**config.mk**
```make
export PLATFORM = sky130hd
export DESIGN_NAME = wave_manager_flat
export DESIGN_NICKNAME = d
export VERILOG_FILES = /design/src/rtl/wave_manager_if.sv /design/src/rtl/wave_manager.sv /design/src/flat_wrapper.sv
export SDC_FILE = /design/constraint.sdc
export NUM_CORES = 1
export LEC_CHECK = 0
export BUFFER_PORTS_ARGS = -buffer_cell sky130_fd_sc_hd__clkbuf_2
export CELL_PAD_IN_SITES_DETAIL_PLACEMENT = 0
export CELL_PAD_IN_SITES_GLOBAL_PLACEMENT = 1
export CORE_ASPECT_RATIO = 2
export CORE_MARGIN = 3
export CORE_UTILIZATION = 44
export CTS_CLUSTER_SIZE = 14
export DETAILED_ROUTE_END_ITERATION = 10
export PLACE_DENSITY_LB_ADDON = 0.1
export SLEW_MARGIN = 5
export SYNTH_ARGS = -nofsm -noshare
export SYNTH_HDL_FRONTEND = slang
export SYNTH_SLANG_ARGS = --single-unit
```
**constraint.sdc**
```tcl
create_clock -name clk -period 5.3 [get_ports clk]
set_input_delay 1.325 -clock clk [delete_from_list [all_inputs] [get_ports clk]]
set_output_delay 1.325 -clock clk [all_outputs]
set_load 0.03 [all_outputs]
```
**src/rtl/wave_manager_if.sv**
```systemverilog
// Stage-play handshake between flow FSM, enemy engine and wave manager.
// The slave view belongs to the wave manager; master is the surrounding game.
interface wave_manager_if;
  logic       stage_1_in_progress;
  logic       stage_2_in_progress;
  logic       stage_3_in_progress;
  logic       frame_tick;
  logic       spawn_ack;
  logic       enemy_killed;
  logic       enemy_escaped;
  logic       spawn_req;
  logic [1:0] spawn_stage;
  logic [4:0] enemies_remaining;
  logic [2:0] lives;
  logic       stage_1_done;
  logic       stage_2_done;
  logic       stage_3_done;
  logic       game_over;

  modport master (
    output stage_1_in_progress, stage_2_in_progress,
    output stage_3_in_progress, frame_tick, spawn_ack,
    output enemy_killed, enemy_escaped,
    input  spawn_req, spawn_stage, enemies_remaining,
    input  lives, stage_1_done, stage_2_done,
    input  stage_3_done, game_over
  );

  modport slave (
    input  stage_1_in_progress, stage_2_in_progress,
    input  stage_3_in_progress, frame_tick, spawn_ack,
    input  enemy_killed, enemy_escaped,
    output spawn_req, spawn_stage, enemies_remaining,
    output lives, stage_1_done, stage_2_done,
    output stage_3_done, game_over
  );
endinterface

```
**src/rtl/wave_manager.sv**
```systemverilog
// Per-stage enemy wave sequencer, kill/escape tally and life tracking.
// Optional BONUS_LIFE_EN: one life restored (capped) on each stage clear.
module wave_manager #(
  parameter int unsigned S1_ENEMIES     = 8,
  parameter int unsigned S2_ENEMIES     = 12,
  parameter int unsigned S3_ENEMIES     = 16,
  parameter int unsigned SPAWN_INTERVAL = 60,
  parameter int unsigned START_LIVES    = 5
) (
  input logic           clk,
  input logic           reset,
  wave_manager_if.slave bus
);

  localparam logic [4:0] N1     = 5'(S1_ENEMIES);
  localparam logic [4:0] N2     = 5'(S2_ENEMIES);
  localparam logic [4:0] N3     = 5'(S3_ENEMIES);
  localparam logic [7:0] IVL    = 8'(SPAWN_INTERVAL);
  localparam logic [2:0] LIVES0 = 3'(START_LIVES);

`ifdef BONUS_LIFE_EN
  localparam bit BONUS = 1'b1;
`else
  localparam bit BONUS = 1'b0;
`endif

  typedef enum logic [2:0] {
    IDLE, LOAD, REQ, WAIT, DRAIN, DONE, DEAD
  } state_e;

  state_e     state_q, state_d;
  logic [1:0] stage_q, stage_d;
  logic [4:0] left_q, left_d;
  logic [4:0] alive_q, alive_d;
  logic [7:0] cnt_q, cnt_d;
  logic [2:0] lives_q, lives_d;
  logic [4:0] rem_q, rem_d;

  logic [2:0] ip;
  logic       ip_cur;
  logic [1:0] sel;
  logic [4:0] sel_n;
  logic       active;
  logic       ack;
  logic       esc;
  logic       kil;
  logic [4:0] alive_n;
  logic [2:0] lives_n;

  assign ip = {bus.stage_3_in_progress,
               bus.stage_2_in_progress,
               bus.stage_1_in_progress};

  assign active = state_q inside {LOAD, REQ, WAIT, DRAIN};
  assign ack    = (state_q == REQ) && bus.spawn_ack;

  // Escapes claim an alive enemy first so a life is never lost silently.
  assign esc = active && bus.enemy_escaped && (alive_q != 5'd0);
  assign kil = active && bus.enemy_killed
               && (alive_q > {4'd0, esc});

  assign alive_n = alive_q + {4'd0, ack}
                   - {4'd0, esc} - {4'd0, kil};
  assign lives_n = lives_q
                   - {2'd0, esc && (lives_q != 3'd0)};

  always_comb begin
    sel   = 2'd0;
    sel_n = 5'd0;
    priority case (1'b1)
      ip[0]: begin sel = 2'd1; sel_n = N1; end
      ip[1]: begin sel = 2'd2; sel_n = N2; end
      ip[2]: begin sel = 2'd3; sel_n = N3; end
      default: ;
    endcase
  end

  always_comb begin
    ip_cur = 1'b0;
    case (stage_q)
      2'd1:    ip_cur = ip[0];
      2'd2:    ip_cur = ip[1];
      2'd3:    ip_cur = ip[2];
      default: ip_cur = 1'b0;
    endcase
  end

  always_comb begin
    state_d = state_q;
    stage_d = stage_q;
    left_d  = left_q;
    alive_d = alive_q;
    cnt_d   = cnt_q;
    lives_d = lives_q;

    if (active) begin
      alive_d = alive_n;
      lives_d = lives_n;
    end

    case (state_q)
      IDLE: begin
        if (|ip) begin
          state_d = LOAD;
          stage_d = sel;
          left_d  = sel_n;
          alive_d = 5'd0;
          cnt_d   = 8'd0;
        end
      end
      LOAD: state_d = REQ;
      REQ: begin
        if (bus.spawn_ack) begin
          left_d  = left_q - 5'd1;
          cnt_d   = 8'd0;
          state_d = (left_q > 5'd1) ? WAIT : DRAIN;
        end
      end
      WAIT: begin
        if (bus.frame_tick) begin
          cnt_d = cnt_q + 8'd1;
          if (cnt_q + 8'd1 == IVL) state_d = REQ;
        end
      end
      DRAIN: begin
        if (alive_q == 5'd0) begin
          state_d = DONE;
          if (BONUS && (lives_q < LIVES0))
            lives_d = lives_q + 3'd1;
        end
      end
      DONE: if (!(|ip)) state_d = IDLE;
      DEAD: state_d = DEAD;
      default: state_d = IDLE;
    endcase

    // Death outranks an abort, which outranks normal sequencing.
    if (active && !ip_cur) begin
      state_d = IDLE;
      left_d  = 5'd0;
      alive_d = 5'd0;
      cnt_d   = 8'd0;
    end
    if (active && (lives_q == 3'd0)) state_d = DEAD;
  end

  assign rem_d = left_d + alive_d;

  always_ff @(posedge clk) begin
    if (reset) begin
      state_q <= IDLE;
      stage_q <= 2'd0;
      left_q  <= 5'd0;
      alive_q <= 5'd0;
      cnt_q   <= 8'd0;
      lives_q <= LIVES0;
      rem_q   <= 5'd0;
    end else begin
      state_q <= state_d;
      stage_q <= stage_d;
      left_q  <= left_d;
      alive_q <= alive_d;
      cnt_q   <= cnt_d;
      lives_q <= lives_d;
      rem_q   <= rem_d;
    end
  end

  assign bus.spawn_req         = (state_q == REQ);
  assign bus.spawn_stage       = (state_q == REQ) ? stage_q : 2'd0;
  assign bus.enemies_remaining = rem_q;
  assign bus.lives             = lives_q;
  assign bus.stage_1_done      = (state_q == DONE) && (stage_q == 2'd1);
  assign bus.stage_2_done      = (state_q == DONE) && (stage_q == 2'd2);
  assign bus.stage_3_done      = (state_q == DONE) && (stage_q == 2'd3);
  assign bus.game_over         = (state_q == DEAD);

endmodule

```
**src/flat_wrapper.sv**
```systemverilog
// flat-port wrapper written by rule: the top's interface ports become plain ports
module wave_manager_flat 
#(
  parameter int unsigned S1_ENEMIES     = 8,
  parameter int unsigned S2_ENEMIES     = 12,
  parameter int unsigned S3_ENEMIES     = 16,
  parameter int unsigned SPAWN_INTERVAL = 60,
  parameter int unsigned START_LIVES    = 5
)
  (clk, reset, bus_stage_1_in_progress, bus_stage_2_in_progress, bus_stage_3_in_progress, bus_frame_tick, bus_spawn_ack, bus_enemy_killed, bus_enemy_escaped, bus_spawn_req, bus_spawn_stage, bus_enemies_remaining, bus_lives, bus_stage_1_done, bus_stage_2_done, bus_stage_3_done, bus_game_over);
  wave_manager_if bus_i ();
  input logic clk;
  input logic reset;
  input wire logic [$bits(bus_i.stage_1_in_progress)-1:0] bus_stage_1_in_progress;
  input wire logic [$bits(bus_i.stage_2_in_progress)-1:0] bus_stage_2_in_progress;
  input wire logic [$bits(bus_i.stage_3_in_progress)-1:0] bus_stage_3_in_progress;
  input wire logic [$bits(bus_i.frame_tick)-1:0] bus_frame_tick;
  input wire logic [$bits(bus_i.spawn_ack)-1:0] bus_spawn_ack;
  input wire logic [$bits(bus_i.enemy_killed)-1:0] bus_enemy_killed;
  input wire logic [$bits(bus_i.enemy_escaped)-1:0] bus_enemy_escaped;
  output wire logic [$bits(bus_i.spawn_req)-1:0] bus_spawn_req;
  output wire logic [$bits(bus_i.spawn_stage)-1:0] bus_spawn_stage;
  output wire logic [$bits(bus_i.enemies_remaining)-1:0] bus_enemies_remaining;
  output wire logic [$bits(bus_i.lives)-1:0] bus_lives;
  output wire logic [$bits(bus_i.stage_1_done)-1:0] bus_stage_1_done;
  output wire logic [$bits(bus_i.stage_2_done)-1:0] bus_stage_2_done;
  output wire logic [$bits(bus_i.stage_3_done)-1:0] bus_stage_3_done;
  output wire logic [$bits(bus_i.game_over)-1:0] bus_game_over;
  assign bus_i.stage_1_in_progress = bus_stage_1_in_progress;
  assign bus_i.stage_2_in_progress = bus_stage_2_in_progress;
  assign bus_i.stage_3_in_progress = bus_stage_3_in_progress;
  assign bus_i.frame_tick = bus_frame_tick;
  assign bus_i.spawn_ack = bus_spawn_ack;
  assign bus_i.enemy_killed = bus_enemy_killed;
  assign bus_i.enemy_escaped = bus_enemy_escaped;
  assign bus_spawn_req = bus_i.spawn_req;
  assign bus_spawn_stage = bus_i.spawn_stage;
  assign bus_enemies_remaining = bus_i.enemies_remaining;
  assign bus_lives = bus_i.lives;
  assign bus_stage_1_done = bus_i.stage_1_done;
  assign bus_stage_2_done = bus_i.stage_2_done;
  assign bus_stage_3_done = bus_i.stage_3_done;
  assign bus_game_over = bus_i.game_over;
  wave_manager #(.S1_ENEMIES(S1_ENEMIES), .S2_ENEMIES(S2_ENEMIES), .S3_ENEMIES(S3_ENEMIES), .SPAWN_INTERVAL(SPAWN_INTERVAL), .START_LIVES(START_LIVES)) u_core (.clk(clk), .reset(reset), .bus(bus_i));
endmodule
```
==> flow_summary.ini, run 1 <==
[power_and_ir_drop]
power_uw = 656
p_leak_uw = 0.00103
intPower_uw = 420
power_frac_seq_pct = 41.0
ir_worst_vdd_uv = 178
netSwitchingFraction_pct = 36.0
p_comb_share_pct = 29.9
powerDensity_nw_per_um2 = 263
p_switching_uw = 236
p_clk_share_pct = 29.1

[synth]
muxShareOfSynthArea_pct = 4.31
syn_inst = 280
yosysWarnings = 0
syn_nets = 308
synth-compound-area-share_pct = 25.2
synth_xor_area_share_pct = 1.94
async_flop_share_pct = 0
yosys.area_share.simple_pct = 24.3
syn-cell-area_um2 = 2260
synth-seq-cells = 31
yosys.area_share.adder_pct = 11.2
syn_area_per_cell_um2 = 8.08
synth_edf_count = 0
synth_top_family_by_area = compound AO/OA/AOI/OAI gates
yosys_most_used_dff = dfxtp_1
ys_types = 61
ys_seq_area_share_pct = 27.4

[timing]
setup_viol = 0
hold_viol = 0
slew_violations = 0
slew_headroom_pct = 54.1
timing.hold.ws_ps = 487
fin_crit_sh_pct = 81.6
rsz0062_at_grt = no
finClkSkew_ps = 8.00
post-route-min-period_ps = 4320
clock.fmax_ghz = 0.231
tightest_slew_ps = 686
tns_ps = 0

[route]
drt-wirelength-per-cell_um = 17.1
drc = 0
wl_mm = 6.09
initialDrtViolationCount = 66
num_vias = 2111
dr.pass1.iters = 4
ant_nets = 0
drt-vias-per-instance = 5.93

[die]
core_area_um2 = 4910
start_util_pct = 46.1
fp.dieH_um = 107
io-pin-count = 24
rows = 36
die_x_um = 56.7
die_area_um2 = 6090

[grt]
use_met3_pct = 2.88
grt_util_met1_pct = 19.3
grt_pass1_vias = 2192
global_route.usage.total_pct = 21.3
grt_pass1_wl_mm = 10.1
grt_max_degree = 24
grt_util_met2_pct = 44.0
grt-busiest-layer = met2
antenna_found_initial = 0
grt_overflow_total = 0

[clocking]
numCtsBuffers = 5
root_buffer = clkbuf_8
post_cts_buffers = 0
hold_buffers = 0
clk_path_buf_depth = 2
clkLatencyLatePin_ps = 290
path_clk_slew_ps = 70
cts_num_sinks = 31
h-tree-depth = 2
cts_resized = 0
cts_tree = built

[hold_path]
hold_depth = 1
hp-class = reg2reg

[final_layout]
antenna_cells = 0
finalNonFillerCells = 356
drive_gt1_share_pct = 14.4
postLayoutCoreUtil_pct = 50.8
final_common_cell = nor2_1
fillers = 510
most-common-layout-cells = nor2_1, dfxtp_1, clkbuf_2
final_nets = 327
area_delta_synth_final_pct = 10.2

[worst_setup_path]
arrival_ps = 4500
endpoint_kind = flop
required_ps = 5480
ff2ff_path_depth = 18
worstSetupPathType = reg2reg
cpMostUsedCell = ha_1
startpoint_type = flop
cp_cell_sequence = or3_1 > nand2_1 > nor2_1 > o21ai_1 > a31oi_1 > ha_1 > nor2_1 > ha_1 > inv_1 > ha_1 > fa_1 > a21oi_1 > nor2_1 > ha_1 > a21o_1 > a21oi_1 > xnor2_1 > mux2_1
cpMaxStageDelayCell = dfxtp_1
path_max_fanout = 17
max_stage_delay_ps = 650

[run_status]
status = finished clean

[flow_run]
max-cap-violations = 0

[placement]
port_buffers = 23
dp_cells = 349
dp_hpwl_mm = 4.86
place_congestion = 0.839
==> flip-flops by register name, summed over array words and instances (netlist names) <==
register                      cells
u_core.left_q                     5
u_core.bus.enemies_remaining      5
u_core.stage_q                    2
u_core.alive_q                    5
u_core.cnt_q                      8
u_core.state_q                    3
u_core.bus.lives                  3
==> logic make-up (layout without fill, tap and decap cells) <==
logic type,after synthesis,in the layout
compound gates,80,80
fa+ha+maj,19,19
mux,9,9
xor+xnor,5,5
buf+inv,32,51
flops,31,31
simple gates,104,104
==> routing by layer <==
metal | up-vias | routed length, um
li1 | 1060 | -
met1 | 1010 | 2150
met2 | 29 | 3640
met3 | 12 | 117
met4 | 0 | 172
met5 | - | 0
==> cells in the mapped netlist, drive strengths merged (2+ instances only) <==
master / n / share of area, %
nor2: 32 / 5.3
dfxtp: 31 / 27
a21oi: 19 / 4.4
inv: 19 / 3.2
ha: 17 / 9.4
o21ai: 17 / 3.8
nand2: 14 / 2.3
nor3: 13 / 2.9
nand3: 8 / 1.8
buf: 7 / 1.5
a31oi: 6 / 1.7
clkbuf: 6 / 1.0
mux2i: 6 / 2.7
and2: 5 / 1.4
and3: 5 / 1.4
nor2b: 5 / 1.4
a211oi: 4 / 1.3
nand2b: 4 / 1.1
or3: 4 / 1.1
a21o: 3 / 1.0
a221oi: 3 / 1.2
a2bb2oi: 3 / 1.2
mux2: 3 / 1.7
o2111ai: 3 / 1.4
o211ai: 3 / 1.0
xor2: 3 / 1.2
a211o: 2 / 0.77
a22o: 2 / 0.77
a311oi: 2 / 0.77
fa: 2 / 1.8
nand3b: 2 / 0.66
nor3b: 2 / 0.88
nor4b: 2 / 0.77
o221ai: 2 / 0.77
o311a: 2 / 0.94
o311ai: 2 / 1.5
or2: 2 / 0.55
xnor2: 2 / 0.77
==> final timing paths <==
| kind | start | end | slack (ps) |
|---|---|---|---|
| max | u_core.state_q[2] | u_core.bus.enemies_remaining[4] | 980 |
| min | u_core.cnt_q[7] | u_core.cnt_q[7] | 490 |
| max reg2reg | u_core.state_q[2] | u_core.bus.enemies_remaining[4] | 980 |
| min reg2reg | u_core.cnt_q[7] | u_core.cnt_q[7] | 490 |
==> power by group through the flow <==
stage	clock network, uW	registers, uW	logic, uW
6_report	191	269	196
5_1_grt	205	273	216
4_1_cts	197	269	196
3_5_place_dp	0	274	195
3_3_place_gp	0	275	194
2_1_floorplan	0	278	140
==> final cells by class <==
| cell class | count | area (um^2) | share of cell area (%) |
|---|---|---|---|
| clock inverters | 1 | 5.00 | 0.201 |
| clock buffers | 6 | 82.6 | 3.31 |
| multi-input cells | 217 | 1510 | 60.7 |
| repair buffers | 25 | 130 | 5.22 |
| flip-flops and latches | 31 | 621 | 24.9 |
| inverters | 19 | 71.3 | 2.86 |
| well taps | 57 | 71.3 | 2.86 |
==> critical path: cells and delay by family (launching register included) <==
kind	cells	cell delay, ps
simple gates	5	820
fa+ha+maj	5	1420
compound gates	5	800
buf+inv	1	40
xor+xnor	1	150
mux	1	330
flops	1	650
==> through the flow <==
stage	instance area (um^2)	worst slack [ps]
2_1_floorplan	2260	1230
3_3_place_gp	2410	903
3_5_place_dp	2410	886
4_1_cts	2490	956
5_1_grt	2490	533
6_report	2490	976
No activity file was read; power rests on OpenSTA's default activity.
==> inputs of run 2 (changes only) <==
ABC_AREA = 1   (was unset)
CORE_UTILIZATION = 38   (was 44)
clock period = 3.9 ns   (was 5.3 ns; I/O delays follow)
==> run 2 against run 1 <==
  * First-iteration DRC count shrank 11%
  * Fmax grew 12%
  * Count of clock-buffer cells in the layout is the same
  * Final area grew 9.7%
  * Highest routed layer unchanged
  * Die area grew 13%
  * Critical path type unchanged
  * Combinational power grew to 7.2 times the previous value
  * Sequential share of layout area shrank 2.2 points
  * Non-clock buffer count grew 25
  * Clock power grew 36%
  * Sequential power grew 66%
  * Largest power group is now combinational cells
==> flow_summary.ini, run 2 <==
[timing]
post-route-min-period_ps = 3850
setup_viol = 0
tightest_slew_ps = 455
fin_crit_sh_pct = 98.7
finClkSkew_ps = 10.9
hold_viol = 0
slew_violations = 0
clock.fmax_ghz = 0.260
slew_headroom_pct = 69.6
rsz0062_at_grt = yes

[worst_setup_path]
path_max_fanout = 3
startpoint_type = flop
arrival_ps = 4080
required_ps = 4130
worstSetupPathType = reg2reg
r2r_slack_ps = 50
r2r_end = u_core.bus.enemies_remaining[4]
endpoint_kind = flop
ff2ff_path_depth = 27
r2r-start = u_core.alive_q[2]

[hold_path]
hold_depth = 2
holdCritStartpoint = u_core.cnt_q[7]
hp-class = reg2reg
hold_end = u_core.cnt_q[7]

[run_status]
status = finished clean

[route]
initialDrtViolationCount = 59
num_vias = 2250
drt-wirelength-per-cell_um = 13.4
drt-vias-per-instance = 5.03
wl_mm = 5.99
ant_nets = 0
drc = 0
dr.pass1.iters = 4

[clocking]
h-tree-depth = 2
cts_tree = built
path_clk_slew_ps = 80
clkLatencyLatePin_ps = 290
root_buffer = clkbuf_8
clk_path_buf_depth = 2
numCtsBuffers = 5
cts_num_sinks = 31
post_cts_buffers = 0

[final_layout]
area_delta_synth_final_pct = 23.0
largest-register = u_core.cnt_q
most-common-layout-cells = nand2_1, inv_1, nor2_1
antenna_cells = 0
final_nets = 414
final_common_cell = nand2_1
largest_reg_flops = 8
drive_gt1_share_pct = 23.5
postLayoutCoreUtil_pct = 49.2
regArea_um2 = 622
fillers = 610
multiInputGateArea_um2 = 1420

[synth]
synthTopCellsByCount = nand2_1, inv_1, nor2_1, dfxtp_1, nand3_1
synth_area_leader_cell = dfxtp_1
yosysWarnings = 0
ys_types = 39
async_flop_share_pct = 0
syn_area_per_cell_um2 = 6.68
syn_inst = 333
yosys_most_used_dff = dfxtp_1
synth_top_cell_area_share_pct = 27.9
syn_nets = 361
ys_seq_area_share_pct = 27.9
synth_most_common_cell = nand2_1
synth_edf_count = 0
synth-seq-cells = 31
netlist_top_cells_area = dfxtp_1, nand2_1, ha_1
syn-cell-area_um2 = 2220

[grt]
antenna_found_initial = 0
global_route.usage.total_pct = 19.9
grt_pass1_vias = 2325
grt_overflow_total = 0
grt_pass1_wl_mm = 10.3
grt_max_degree = 14

[flow_run]
max-cap-violations = 0

[placement]
dp_hpwl_mm = 5.06
place_congestion = 0.811
port_buffers = 23

[power_and_ir_drop]
ir_worst_vdd_uv = 419
powerDensity_nw_per_um2 = 776
power_uw = 2120
p_leak_uw = 0.00137

[die]
fp.dieH_um = 114
core_area_um2 = 5560
rows = 38
io-pin-count = 24
die_x_um = 60.1
die_area_um2 = 6860
start_util_pct = 40.0
==> run 2: critical path, stage by stage, from the launching register on <==
cell and delay, ps:
dfxtp_2 330, inv_2 70, ha_4 140, inv_4 40, nor4_4 220, buf_4 150, nor2_2 30, nand2_1 60
nand3_2 80, xor2_1 150, inv_1 50, ha_2 160, a21oi_2 100, ha_1 240, inv_1 60, ha_2 190
fa_2 430, o21ai_2 180, nor2_1 70, ha_1 300, nand2_1 60, inv_1 60, o21ai_1 50, and2_1 160
nand3b_1 170, nand3_1 80, nand2_1 50, nor2_1 100
==> run 2: repair_timing <==
action	in CTS	in global routing
setup endpoints to repair	1	1
pin swaps	1	14
resized for setup	7	11
hold buffers	0	0
cloned	0	0
==> run 2: metrics by stage <==
stage | hold WS [ps] | area (um^2) | TNS [ps] | cells | setup WS, ps
2_1_floorplan | 454 | 2220 | 0 | 333 | 7.33
3_3_place_gp | 467 | 2600 | -257 | 439 | -257
3_5_place_dp | 476 | 2600 | -348 | 439 | -315
4_1_cts | 489 | 2700 | 0 | 447 | 3.20
5_1_grt | 509 | 2740 | -247 | 447 | -247
6_report | 481 | 2740 | 0 | 447 | 50.0
==> run 2: report_power, final <==
part	leakage (uW)	switching, uW	internal (uW)	total (uW)
clock network	0.0000412	134	125	259
logic	0.00107	858	560	1420
registers	0.000253	57.7	388	446
==> run 2: final cells by class <==
class | count | share of cell area, %
Clock buffer | 6 | 2.65
Multi-Input combinational cell | 242 | 51.8
Sequential cell | 31 | 22.7
Inverter | 56 | 7.96
Timing Repair Buffer | 50 | 11.6
Clock inverter | 2 | 0.457
Tap cell | 60 | 2.74
==> run 2: kinds of logic (layout without fill, tap and decap cells) <==
logic type / after synthesis / count (layout) / share of synthesized area (%)
mux: 1 / 1 / 0.450
fa+ha+maj: 19 / 19 / 11.4
simple gates: 169 / 169 / 35.8
flops: 31 / 31 / 27.9
compound gates: 48 / 48 / 12.0
xor+xnor: 5 / 5 / 1.97
buf+inv: 60 / 114 / 10.5
==> run 2: worst max-delay path by stage <==
stage / startpoint / slack (ps) / cells after the start / end
final: u_core.alive_q[2] / 50 / 27 / u_core.bus.enemies_remaining[4]
after detailed placement: bus_enemy_escaped / -310 / 24 / u_core.bus.enemies_remaining[4]
after CTS: u_core.alive_q[2] / 3 / 27 / u_core.bus.enemies_remaining[4]
after global placement: bus_enemy_escaped / -260 / 24 / u_core.bus.enemies_remaining[4]
after floorplan: bus_enemy_escaped / 7 / 22 / u_core.bus.enemies_remaining[4]
after global routing: u_core.alive_q[2] / -250 / 27 / u_core.bus.enemies_remaining[4]
==> run 2: layer usage <==
layer  up-vias  share of wire (%)  GRT usage (%)
met3        13                1.5           2.48
li1       1190                  -              -
met4         0                2.1           7.10
met5         -                  0              0
met2        19                 62           40.8
met1      1028                 34           18.1
